## src/rtl/instr_fetch_unit.sv

```systemverilog
// instr_fetch_unit: owns the PC and steps REQ -> WAIT -> VALID for each word
// read from a synchronous instruction memory with one cycle of read latency.
module instr_fetch_unit #(
   parameter int                    ADDR_WIDTH = 12,
   parameter int                    DATA_WIDTH = 16,
   parameter logic [ADDR_WIDTH-1:0] RESET_PC   = '0
) (
   input  logic                  clk,
   input  logic                  rstN,
   input  logic                  start,
   input  logic                  stop,
   input  logic                  jumpEn,
   input  logic [ADDR_WIDTH-1:0] jumpAddr,
   output logic                  memRdEn,
   output logic [ADDR_WIDTH-1:0] memAddr,
   input  logic [DATA_WIDTH-1:0] memData,
   output logic [DATA_WIDTH-1:0] instr,
   output logic                  instrValid,
   input  logic                  instrReady,
   output logic [ADDR_WIDTH-1:0] pc
);

   typedef enum logic [1:0] {
      IDLE,
      REQ,
      WAIT,
      VALID
   } state_t;

   state_t state;
   logic   handshake;
   logic   in_idle;
   logic   in_req;
   logic   in_wait;
   logic   in_valid;

   assign memAddr   = pc;
   assign handshake = instrValid & instrReady;

   assign in_idle  = (state == IDLE);
   assign in_req   = (state == REQ);
   assign in_wait  = (state == WAIT);
   assign in_valid = (state == VALID);

   // memRdEn and instrValid are set on entry to REQ / VALID so both
   // come straight from flops and track the state register exactly.
   always_ff @(posedge clk or negedge rstN) begin
      if (!rstN) begin
         state      <= IDLE;
         pc         <= RESET_PC;
         instr      <= '0;
         instrValid <= 1'b0;
         memRdEn    <= 1'b0;
      end else begin
         unique case (1'b1)
            in_idle: begin
               if (start) begin
                  state   <= REQ;
                  memRdEn <= 1'b1;
               end
            end
            in_req: begin
               state   <= WAIT;
               memRdEn <= 1'b0;
            end
            in_wait: begin
               instr      <= memData;
               pc         <= pc + ADDR_WIDTH'(1);
               instrValid <= 1'b1;
               state      <= VALID;
            end
            in_valid: begin
               if (handshake) begin
                  instrValid <= 1'b0;
                  if (jumpEn) begin
                     pc <= jumpAddr;
                  end
                  if (stop) begin
                     state <= IDLE;
                  end else begin
                     state   <= REQ;
                     memRdEn <= 1'b1;
                  end
               end
            end
            default: begin
               state      <= IDLE;
               instrValid <= 1'b0;
               memRdEn    <= 1'b0;
            end
         endcase
      end
   end

endmodule
```

## config.mk

```make
export PLATFORM = sky130hd
export DESIGN_NAME = instr_fetch_unit
export DESIGN_NICKNAME = d
export VERILOG_FILES = /design/src/rtl/instr_fetch_unit.sv
export SDC_FILE = /design/constraint.sdc
export NUM_CORES = 1
export LEC_CHECK = 0
export ABC_AREA = 1
export CAP_MARGIN = 20
export CORE_ASPECT_RATIO = 0.6
export CORE_UTILIZATION = 31
export CTS_BUF_LIST = sky130_fd_sc_hd__clkbuf_16
export CTS_CLUSTER_DIAMETER = 60
export CTS_CLUSTER_SIZE = 40
export DETAILED_ROUTE_END_ITERATION = 12
export PLACE_DENSITY = 0.59
export SLEW_MARGIN = 0
export SYNTH_ARGS = -nofsm -noshare
export SYNTH_HDL_FRONTEND = slang
export SYNTH_SLANG_ARGS = --single-unit
```

## constraint.sdc

```tcl
create_clock -name clk -period 2.2 [get_ports clk]
set_clock_uncertainty 0.1 [all_clocks]
set_input_delay 0.44 -clock clk [delete_from_list [all_inputs] [get_ports clk]]
set_output_delay 0.44 -clock clk [all_outputs]
set_load 0.01 [all_outputs]
```

==> flow_summary.ini <==
[detailed_routing]
route.detailed.drc = 0
wl_per_cell_um = 11.8
dr.pass1.iters = 4
wirelength_um = 4510
detail-route-antenna-nets = 0
vias = 1674
avgViaCountPerCell = 4.37
drt_iter0_drc = 76

[place]
io_buffers = 75
pre_cts_ws_ns = 0.303
place_congestion = 0.785
place.detailed.hpwl_um = 3360

[timing]
setup_viol = 0
max_slew_margin_pct = 70.9
tightest_slew_ns = 0.436
finalSetupTns_ns = 0
hold_viol_final = 0
fin_crit_ns = 1.90
fmax_ghz = 0.526
hold_slack_ns = 0.368
timing.final.ws_setup_ns = 0.298
finalCritPeriodShare_pct = 86.4
rsz0062_at_grt = no
maxSlewViolCount = 0

[synthesis]
synth_cell_types = 24
ys_seq_elements = 32
syn_nets = 275
yosysWarnings = 0
ys.flop_type = dfrtp_1
synthCells = 236
ys_seq_area_share_pct = 44.7
async_flop_share_pct = 100
avgSynthCellArea_um2 = 7.60
synth-edff-count = 0
netlist_area_um2 = 1790

[worst_setup_path]
endpoint_kind = output pin
max_stage_delay_ns = 0.60
cp_data_required_time_ns = 1.66
startpoint = memAddr[3]$_DFFE_PN0P_
crit_buf_inv = 1
crit_family = buffers and inverters
cp.arrival_ns = 1.36
crit_path_start_kind = flop
cpMaxStageDelayCell = clkdlybuf4s50_1
worstPathCellList = clkdlybuf4s50_1
reg2reg_from = state[0]$_DFFE_PN0P_
worstSetupPathType = reg2out
path_max_fanout = 6

[clocking]
cts-root-buf = clkbuf_16
cts_sinks = 32
clk_pin_slew_ns = 0.05
cts_tree = done
cts_buffer_depth = 2
h-tree-depth = 2
ctsResizeCount = 0
worst_skew_pair.late_latency_ns = 0.27
post_cts_buffers = 0
post_cts_hold_buffer_count = 0
numCtsBuffers = 5

[cells_and_area]
multiInputGateArea_um2 = 795
seq_area_um2 = 801
num_antenna_cells = 0
nFillCells = 583
area.growth.synth_to_final_pct = 48.8
fin_nets = 342
drive_gt1_share_pct = 7.59

[global_routing]
grt_overflow_total = 0
grt_antenna_before_repair = 0
grt_usage_pct = 15.6
grt_pass1_vias = 1509
grt_pass1_wl_um = 7340
grt_max_degree = 33

[floorplan]
ios = 76
initial_core_util_pct = 32.2
coreArea_um2 = 5570
dieArea_um2 = 6100
rows = 21
chipWidth_um = 100
die_h_um = 60.9

[job]
maxCapViolCount = 0

[status]
status = complete, no violations

[power_and_ir_drop]
ir_drop_v = 0.000579
p_leak_nw = 1.23
p_per_area_nw_per_um2 = 1580

[min_path]
hp-start = instr[12]$_DFFE_PN0P_
hold_class = reg2reg
flip-flops by register name, indices dropped and copies added, names as in the netlist:
name        cells
instr          16
instrValid      1
memAddr        12
memRdEn         1
state           2
cell usage in the layout, fill, tap and decap left out, types with 2 or more instances in the layout:
cell              n
nand2_1          94
clkdlybuf4s50_1  75
dfrtp_1          32
nor2_1           25
inv_1            10
o21ai_1          10
nand3_1           8
nor2_2            7
a21oi_1           6
ha_1              5
clkbuf_16         5
buf_4             5
o21ai_0           4
nand3b_1          3
inv_2             2
xnor2_1           2
a31oi_1           2
clkinv_1          2
cell usage after synthesis (4+ instances only):
library cell | n | share of area [%]
ha_1 | 5 | 3.5
buf_4 | 14 | 5.9
dfrtp_1 | 32 | 45
inv_1 | 10 | 2.1
nor2_1 | 25 | 5.2
nor2_2 | 7 | 2.4
o21ai_0 | 4 | 1.1
nand3_1 | 8 | 2.2
a21oi_1 | 6 | 1.7
o21ai_1 | 10 | 2.8
nand2_1 | 94 | 20
cell type report:
cell class,count,share of cell area [%]
clock buffers,5,4.69
well taps,80,3.75
clock inverters,2,0.281
multi-input cells,171,29.8
inverters,13,1.92
repair buffers,80,29.5
flip-flops and latches,32,30.0
metrics by stage:
stage / instance area, um^2 / cells / power (mW) / utilization (%)
2_1_floorplan: 1790 / 236 / 2.69 / -
3_3_place_gp: 2530 / 376 / 3.60 / 45.5
3_5_place_dp: 2530 / 376 / 3.63 / 45.5
4_1_cts: 2670 / 383 / 4.28 / 47.9
5_1_grt: 2670 / 383 / 4.62 / 47.9
6_report: 2670 / 383 / 4.23 / 47.9
routing by layer:
layer  GRT usage, %  up-vias  share of wire (%)
met4           3.73        0               0.44
met1           23.3      768                 51
met3           3.23        2                5.4
met2           23.1       48                 43
li1               -      856                  -
met5              0        -                  0
where the power goes:
group / total, mW / leakage (nW) / internal (mW) / switching [mW]
clock network: 0.630 / 0.0648 / 0.404 / 0.227
logic: 2.41 / 0.778 / 1.17 / 1.23
registers: 1.19 / 0.386 / 0.899 / 0.291
total: 4.23 / 1.23 / 2.48 / 1.75
worst paths after layout:
check	depth (start not counted)	to	slack (ns)
worst max-delay path	1	memAddr[3]	0.30
min in group asynchronous	2	memAddr[9]$_DFFE_PN0P_	0.47
max in group asynchronous	2	memAddr[10]$_DFFE_PN0P_	1.23
worst min-delay path	2	instr[12]$_DFFE_PN0P_	0.37
worst max register to register	7	memAddr[2]$_DFFE_PN0P_	0.40
worst min register to register	2	instr[12]$_DFFE_PN0P_	0.37
cells by family after synthesis:
logic type	after synthesis	share of synthesized area [%]
AO/OA/AOI/OAI	23	6.70
XOR/XNOR	2	0.977
adder cells (fa/ha/maj)	5	3.49
buffers and inverters	33	11.0
flip-flops	32	44.7
AND/OR/NAND/NOR	141	33.1
Note: power is estimated with default switching activity, not from simulation.
